File: src/rtl/pc_branch_unit.sv
// pc_branch_unit
//   Program-counter stage of the multicycle datapath. Holds the architectural
//   PC, evaluates BEQ/BNE/BGTZ/BLEZ branch conditions, forms jump targets and
//   registers the ALU result into ALUOut for branch-target selection.
//
// Ports
//   clk, reset         rising-edge clock, asynchronous active-low reset
//   pc_write           unconditional PC write strobe
//   pc_write_cond      conditional (branch) PC write strobe
//   pc_source[1:0]     next-PC select: 00 alu_result, 01 alu_out, 10 jump, 11 illegal
//   op_code[5:0]       opcode selecting the branch condition
//   rs_val, rt_val     register operands for the branch compare
//   alu_result         combinational ALU output
//   jump_index[25:0]   instruction bits [25:0]
//   pc                 registered PC
//   alu_out            ALUOut register (alu_result delayed one edge)
//   branch_taken       one-cycle pulse after a committed conditional write
//   pc_err             sticky: illegal pc_source or misaligned target on a write
//
// Configuration
//   PC_BRANCH_STATS_EN  adds saturating branch_count / taken_count outputs.

module pc_branch_unit #(
  parameter logic [31:0] RESET_PC = 32'h0000_0000  // must be word-aligned
) (
  input  logic        clk,
  input  logic        reset,
  input  logic        pc_write,
  input  logic        pc_write_cond,
  input  logic [1:0]  pc_source,
  input  logic [5:0]  op_code,
  input  logic [31:0] rs_val,
  input  logic [31:0] rt_val,
  input  logic [31:0] alu_result,
  input  logic [25:0] jump_index,
  output logic [31:0] pc,
  output logic [31:0] alu_out,
  output logic        branch_taken,
`ifdef PC_BRANCH_STATS_EN
  output logic [15:0] branch_count,
  output logic [15:0] taken_count,
`endif
  output logic        pc_err
);

  localparam logic [5:0] OP_BEQ  = 6'b000100;
  localparam logic [5:0] OP_BNE  = 6'b000101;
  localparam logic [5:0] OP_BLEZ = 6'b000110;
  localparam logic [5:0] OP_BGTZ = 6'b000111;

  logic [31:0] pc_q, pc_d;
  logic [31:0] alu_out_q, alu_out_d;
  logic        branch_taken_q, branch_taken_d;
  logic        pc_err_q, pc_err_d;

  logic [31:0] cand;
  logic        cond;
  logic        wr_en;
  logic        wr_bad;

  // Next-PC candidate. The jump region comes from the current (pre-write) PC.
  always_comb begin
    cand = alu_result;
    case (pc_source)
      2'b00:   cand = alu_result;
      2'b01:   cand = alu_out_q;
      2'b10:   cand = {pc_q[31:28], jump_index, 2'b00};
      default: cand = alu_result;  // illegal select, write is suppressed below
    endcase
  end

  // Branch condition with signed compares against zero.
  always_comb begin
    cond = 1'b0;
    case (op_code)
      OP_BEQ:  cond = (rs_val == rt_val);
      OP_BNE:  cond = (rs_val != rt_val);
      OP_BGTZ: cond = ($signed(rs_val) >  32'sd0);
      OP_BLEZ: cond = ($signed(rs_val) <= 32'sd0);
      default: cond = 1'b0;
    endcase
  end

  always_comb begin
    wr_en  = pc_write | (pc_write_cond & cond);
    wr_bad = wr_en & ((pc_source == 2'b11) | (cand[1:0] != 2'b00));

    alu_out_d = alu_result;
    pc_d      = (wr_en & ~wr_bad) ? cand : pc_q;
    pc_err_d  = pc_err_q | wr_bad;
    // Only a branch that actually committed counts as taken; pc_write
    // dominates, so a simultaneous unconditional write is not a branch.
    branch_taken_d = pc_write_cond & cond & ~pc_write & ~wr_bad;
  end

  always_ff @(posedge clk or negedge reset) begin
    if (!reset) begin
      pc_q           <= RESET_PC;
      alu_out_q      <= 32'h0;
      branch_taken_q <= 1'b0;
      pc_err_q       <= 1'b0;
    end else begin
      pc_q           <= pc_d;
      alu_out_q      <= alu_out_d;
      branch_taken_q <= branch_taken_d;
      pc_err_q       <= pc_err_d;
    end
  end

  assign pc           = pc_q;
  assign alu_out      = alu_out_q;
  assign branch_taken = branch_taken_q;
  assign pc_err       = pc_err_q;

`ifdef PC_BRANCH_STATS_EN
  logic [15:0] branch_count_q, branch_count_d;
  logic [15:0] taken_count_q, taken_count_d;
  logic        is_br_op;

  always_comb begin
    is_br_op = (op_code == OP_BEQ) | (op_code == OP_BNE) |
               (op_code == OP_BGTZ) | (op_code == OP_BLEZ);
    branch_count_d = branch_count_q;
    taken_count_d  = taken_count_q;
    if (pc_write_cond & is_br_op & (branch_count_q != 16'hFFFF))
      branch_count_d = branch_count_q + 16'd1;
    // Counted on the edge that sets branch_taken so both counters settle together.
    if (branch_taken_d & (taken_count_q != 16'hFFFF))
      taken_count_d = taken_count_q + 16'd1;
  end

  always_ff @(posedge clk or negedge reset) begin
    if (!reset) begin
      branch_count_q <= 16'h0;
      taken_count_q  <= 16'h0;
    end else begin
      branch_count_q <= branch_count_d;
      taken_count_q  <= taken_count_d;
    end
  end

  assign branch_count = branch_count_q;
  assign taken_count  = taken_count_q;
`endif

endmodule

File: config.mk
export PLATFORM = sky130hd
export DESIGN_NAME = pc_branch_unit
export DESIGN_NICKNAME = d
export VERILOG_FILES = /design/src/rtl/pc_branch_unit.sv
export SDC_FILE = /design/constraint.sdc
export NUM_CORES = 1
export LEC_CHECK = 0
export CORE_ASPECT_RATIO = 0.7
export CORE_MARGIN = 2
export CORE_UTILIZATION = 40
export CTS_CLUSTER_SIZE = 16
export DETAILED_ROUTE_END_ITERATION = 16
export GPL_ROUTABILITY_DRIVEN = 0
export PLACE_DENSITY = 0.86
export SYNTH_ARGS = -nofsm -noshare
export SYNTH_HDL_FRONTEND = slang
export SYNTH_SLANG_ARGS = --single-unit
File: constraint.sdc
create_clock -name clk -period 5.75 [get_ports clk]
set_clock_uncertainty 0.05 [all_clocks]
set_input_delay 1.15 -clock clk [delete_from_list [all_inputs] [get_ports clk]]
set_output_delay 1.15 -clock clk [all_outputs]
set_load 0.02 [all_outputs]
# [Yosys cells after proc, flatten, opt, wreduce, memory -nomap -nowiden]
# Cells that the tools add are included.
[op_classes] add_sub_neg=0 mul=0 div_mod_pow=0 n_lt_le_gt_ge=2 eq_ne=9 shift=0 mux=2 bitwise_logic=11 reduce_logical=2
[ops] op="$pmux 32 s2" n=1
[ops] op="$eq 32x32->1" n=1
[ops] op="$gt 32x1->1 const B" n=1
[ops] op="$le 32x1->1 const B" n=1
[ops] op="$ne 32x32->1" n=1
[ops] op="$eq 6x3->1 const B" n=4
[ops] op="$and 1x1->1" n=5
[ops] op="$eq 2x2->1 const B" n=2
[ops] op="$pmux 1 s4" n=1
[ops] op="$not 1->1" n=3
[ops] op="$or 1x1->1" n=3
[ops] op="$eq 2x1->1 const B" n=1
[ops] op="$reduce_and 2->1" n=1
[ops] op="$reduce_bool 2->1" n=1
[word_totals] register_bits=66 latchBits=0 ram_bits=0 mem_bits_ro=0 in_bits=134 output_inout_bits=66 wordCells=31 n_memories=0

# [Longest topological paths before layout]
[depth] word_depth=8 depth_mapped=10 ltp_nobuf=9

# [Worst setup path after synthesis]
# OpenSTA, ideal clock, no wires.
[synth_path] kind="input to register" start="input rs_val[17]" end="register pc_q[19], in the netlist pc[19]" setup_time_ns=0.125 arrival_time_ns=3.041 t_required_ns=5.575 slack_ns=2.534 stages=8 n_path_buf=1 cell_sequence="xnor2_1 nand4_1 nor4_2 a211oi_1 or2_4 o31ai_4 buf_6 mux2_4"
[synth_between] elab_chain_cells=7 word_cells_on_any_way=10 cone_classes="2 x order compare; 2 x eq/ne; 1 x mux; 5 x bitwise"
[synth_lines] element="start: declaration" line_no="32" rtl="input logic [31:0] rs_val,"
[synth_lines] element="$le 32x1->1, or another cell as far along" line_no="79" rtl="OP_BLEZ: cond = ($signed(rs_val) <= 32'sd0);"
[synth_lines] element="$pmux 1 s4 *" line_no="75" rtl="case (op_code)"
[synth_lines] element="$and 1x1->1 *" line_no="85" rtl="wr_en = pc_write | (pc_write_cond & cond);"
[synth_lines] element="$or 1x1->1 *" line_no="85"
[synth_lines] element="$and 1x1->1" line_no="86" rtl="wr_bad = wr_en & ((pc_source == 2'b11) | (cand[1:0] != 2'b00));"
[synth_lines] element="$not 1->1" line_no="89" rtl="pc_d = (wr_en & ~wr_bad) ? cand : pc_q;"
[synth_lines] element="$and 1x1->1 *" line_no="89"
[synth_lines] element="end signal: assignment" line_no="103" rtl="pc_q <= pc_d;"
[synth_lines] element="end: declaration" line_no="51" rtl="logic [31:0] pc_q, pc_d;"
# Every way passes the cells marked *; elsewhere a longest branch is shown, timed or not.
# A chain may end at the register's enable or synchronous reset.

# [Final worst setup path]
[layout_path] start="input pc_source[0]" end="register pc_q[31], in the netlist pc[31]"
[layout_between] elab_chain_cells=8 word_cells_on_any_way=11 cone_classes="3 x eq/ne; 1 x mux; 5 x bitwise; 2 x reduce/logical"
[layout_lines] element="start: declaration" line_no="30" rtl="input logic [1:0] pc_source,"
[layout_lines] element="$eq 2x2->1 / $eq 2x1->1 (equally long branches)" line_no="64" rtl="case (pc_source)"
[layout_lines] element="$pmux 32 s2" line_no="64"
[layout_lines] element="$reduce_bool 2->1" line_no="86"
[layout_lines] element="$or 1x1->1" line_no="86"
[layout_lines] element="$and 1x1->1" line_no="86"
[layout_lines] element="$not 1->1" line_no="89"
[layout_lines] element="$and 1x1->1" line_no="89"
[layout_lines] element="$reduce_and 2->1 (no line)"
# Parallel ways exist; a longest one is shown, timed or not.

==> flow_summary.yaml <==
floorplanning:
  die_w_um: 112
  io_pins: 200
  die_area_um2: 8850
  chipHeight_um: 79.3
  fp-row-count: 27
  start_util_pct: 41.2
  coreArea_um2: 7870
routing:
  met2_length_um: 4930
  wl_met3_um: 743
  wire_per_inst_um: 17.8
  wirelength_um: 10300
  route.detailed.drc: 0
  firstDrtPassIters: 4
  top_layer: "met4"
  via_per_inst: 5.05
  drtAntennaViolNets: 0
  m1WireLength_um: 4580
  vias: 2938
  drt_iter0_drc: 141
logic_synthesis:
  postSynthAreaPerCell_um2: 11.7
  async_flop_share_pct: 100
  synth_seq_cells: 66
  synth_top_area_share_pct: 51.0
  synth_top_flop_cell: "dfrtp_1"
  synthCells: 277
  synthTopCellsByCount: "dfrtp_1 (66), xnor2_1 (32), nand2_1 (30), o21ai_0 (28), a22oi_1 (26)"
  mappedNetlistNets: 414
  synth_edf_count: 0
  seq_area_frac_synth_pct: 51.0
  yosys-top-cells-area: "dfrtp_1 (51%), xnor2_1 (8.6%), mux2_4 (8.3%), a22oi_1 (6.0%), o21ai_0 (4.3%)"
  synth.most_common_cell: "dfrtp_1"
  yosysTopAreaCell: "dfrtp_1"
  ys.warnings.count: 0
  synthDistinctLibCells: 32
  netlist_area_um2: 3240
job:
  cap_viol_max_count: 0
power_and_ir_drop:
  p_sw_mw: 0.466
  clock_power_share_pct: 36.8
  p_int_mw: 1.27
  pwr-share-seq_pct: 33.3
  swShare_pct: 26.9
  vdd_drop_max_mv: 0.221
  pwr_density_cell_nw_per_um2: 306
  leakagePower_nw: 2.31
  combPwrFrac_pct: 30.0
setup_path:
  critPathKind: "in -> reg"
  crit_start: "pc_source[0]"
  r2r_slack_ns: 3.55
  required_ns: 5.90
  worstReg2RegStart: "alu_out[1]"
  cp.arrival_ns: 4.29
  endpoint: "pc[31]"
  r2r_end: "pc[31]"
  cp_max_fo: 60
  crit_path_end_kind: "flip-flop"
  critPathLaunchType: "input pin"
  rr_worst_depth: 7
placed_design:
  io_buffers: 199
  dp_hpwl_um: 7810
cts:
  cts.path.max_buffers: 2
  clockRootBuffer: "clkbuf_16"
  cts_setup_buffers: 0
  cts_tree: "done"
  cts_buffers: 9
  path_clk_slew_ns: 0.05
  cts_hold_buf: 0
  cts_max_level: 3
  clock-sinks: 66
  post_cts_resized: 0
  clk_latency_ns: 0.32
sta:
  fin_setup_tns_ns: 0
  whs_ns: 0.454
  min_period_ns: 4.14
  fmax_mhz: 242
  min_period_over_period_pct: 72.0
  slew-limit-headroom_pct: 38.1
  rsz0062_at_grt: "false"
  finalMaxSlewViolations: 0
  hold_viol: 0
  tightest_slew_ns: 0.929
  finalSetupViolations: 0
global_routing:
  grt_overflow: 0
  grt_pass1_vias: 3183
  gr-usage-all-layers_pct: 24.2
  grt_antenna_before_repair: 0
  grt_max_degree: 67
  grt_first_pass_wirelength_um: 16700
layout:
  area_delta_synth_final_pct: 74.6
  drive_gt1_share_pct: 12.3
  fillers: 582
  diodes: 0
  layout.nets: 613
min_path:
  min_path_type: "reg -> reg"
run_status:
  outcome: "completed"
## cell families after synthesis
| logic type | Yosys count | share of synthesized area (%) |
|---|---|---|
| AND/OR/NAND/NOR | 64 | 10.6 |
| flip-flops | 66 | 51.0 |
| multiplexers | 31 | 12.8 |
| XOR/XNOR | 32 | 8.65 |
| AO/OA/AOI/OAI | 64 | 13.3 |
| adder cells (fa/ha/maj) | 3 | 1.16 |
| buffers and inverters | 17 | 2.55 |
## flip-flops by register name, indices dropped and copies added (netlist names)
name and cells:
branch_taken 1, alu_out 32, pc 32, pc_err 1
## power groups by stage
| stage | Sequential, mW | Clock [mW] | Combinational [mW] |
|---|---|---|---|
| finish | 0.577 | 0.637 | 0.519 |
| global route | 0.585 | 0.673 | 0.550 |
| CTS | 0.577 | 0.648 | 0.524 |
| detailed placement | 0.582 | 0 | 0.521 |
| global placement | 0.580 | 0 | 0.511 |
| floorplan | 0.663 | 0 | 0.151 |
## worst min path at each step
| stage | start | end | slack, ns | cells past startpoint |
|---|---|---|---|---|
| after global routing | pc[1] | pc[1] | 0.48 | 1 |
| after global placement | pc_err | pc_err | 0.43 | 1 |
| after detailed placement | pc_err | pc_err | 0.43 | 1 |
| after CTS | pc_err | pc_err | 0.45 | 1 |
| after floorplan | pc_err | pc_err | 0.54 | 1 |
| final | pc_err | pc_err | 0.45 | 1 |
## layout by cell type (no fill, tap or decap)
cell type	count
clkdlybuf4s50_1	198
dfrtp_1	66
xnor2_1	32
nand2_1	30
o21ai_0	28
a22oi_1	26
mux2_4	18
mux2_2	12
nand4_1	10
clkbuf_16	9
nor4_1	8
a22o_1	4
inv_1	3
nor3_1	3
bufinv_16	3
buf_4	3
nor2_1	2
a211oi_1	2
nor4_2	2
o21bai_1	2
and2_2	2
ha_1	2
or2_2	1
nor4b_1	1
nand3b_1	1
and4b_2	1
or2_4	1
and3_1	1
mux2i_1	1
a211o_1	1
o31ai_4	1
nor2b_1	1
ha_2	1
clkbuf_8	1
inv_6	1
clkinv_4	1
clkinv_2	1
buf_2	1
## through the flow
step           util [%]  total power, mW  cell area, um^2  worst slack, ns  cells
6_report           71.9             1.73             5660             1.61    582
5_1_grt            71.9             1.81             5660             1.34    582
4_1_cts            71.9             1.75             5660             1.61    582
3_5_place_dp       67.4             1.10             5310             1.33    566
3_3_place_gp       67.4             1.09             5310             1.53    566
2_1_floorplan         -            0.814             3240             2.53    277
## area by class of cell
type | count | area, um^2 | area share [%]
repair buffers | 202 | 2010 | 35.5
multi-input cells | 194 | 1510 | 26.7
clock inverters | 6 | 113 | 1.99
inverters | 3 | 11.3 | 0.199
well taps | 101 | 126 | 2.23
clock buffers | 10 | 239 | 4.22
flip-flops and latches | 66 | 1650 | 29.2
## per-layer routing
layer	up-vias	GRT usage, %
li1	1408	-
met1	1398	31.7
met2	122	39.9
met3	10	7.25
met4	0	5.93
met5	-	0
## critical path, stage by stage
cell and delay, ns:
clkdlybuf4s50_1 0.51, inv_1 0.06, ha_2 0.94, nor2_1 0.18, a211o_1 0.33, nor2_1 0.13, nand2_1 0.06, o21ai_0 0.50
mux2_2 0.41
(Power assumes the default switching activity.)
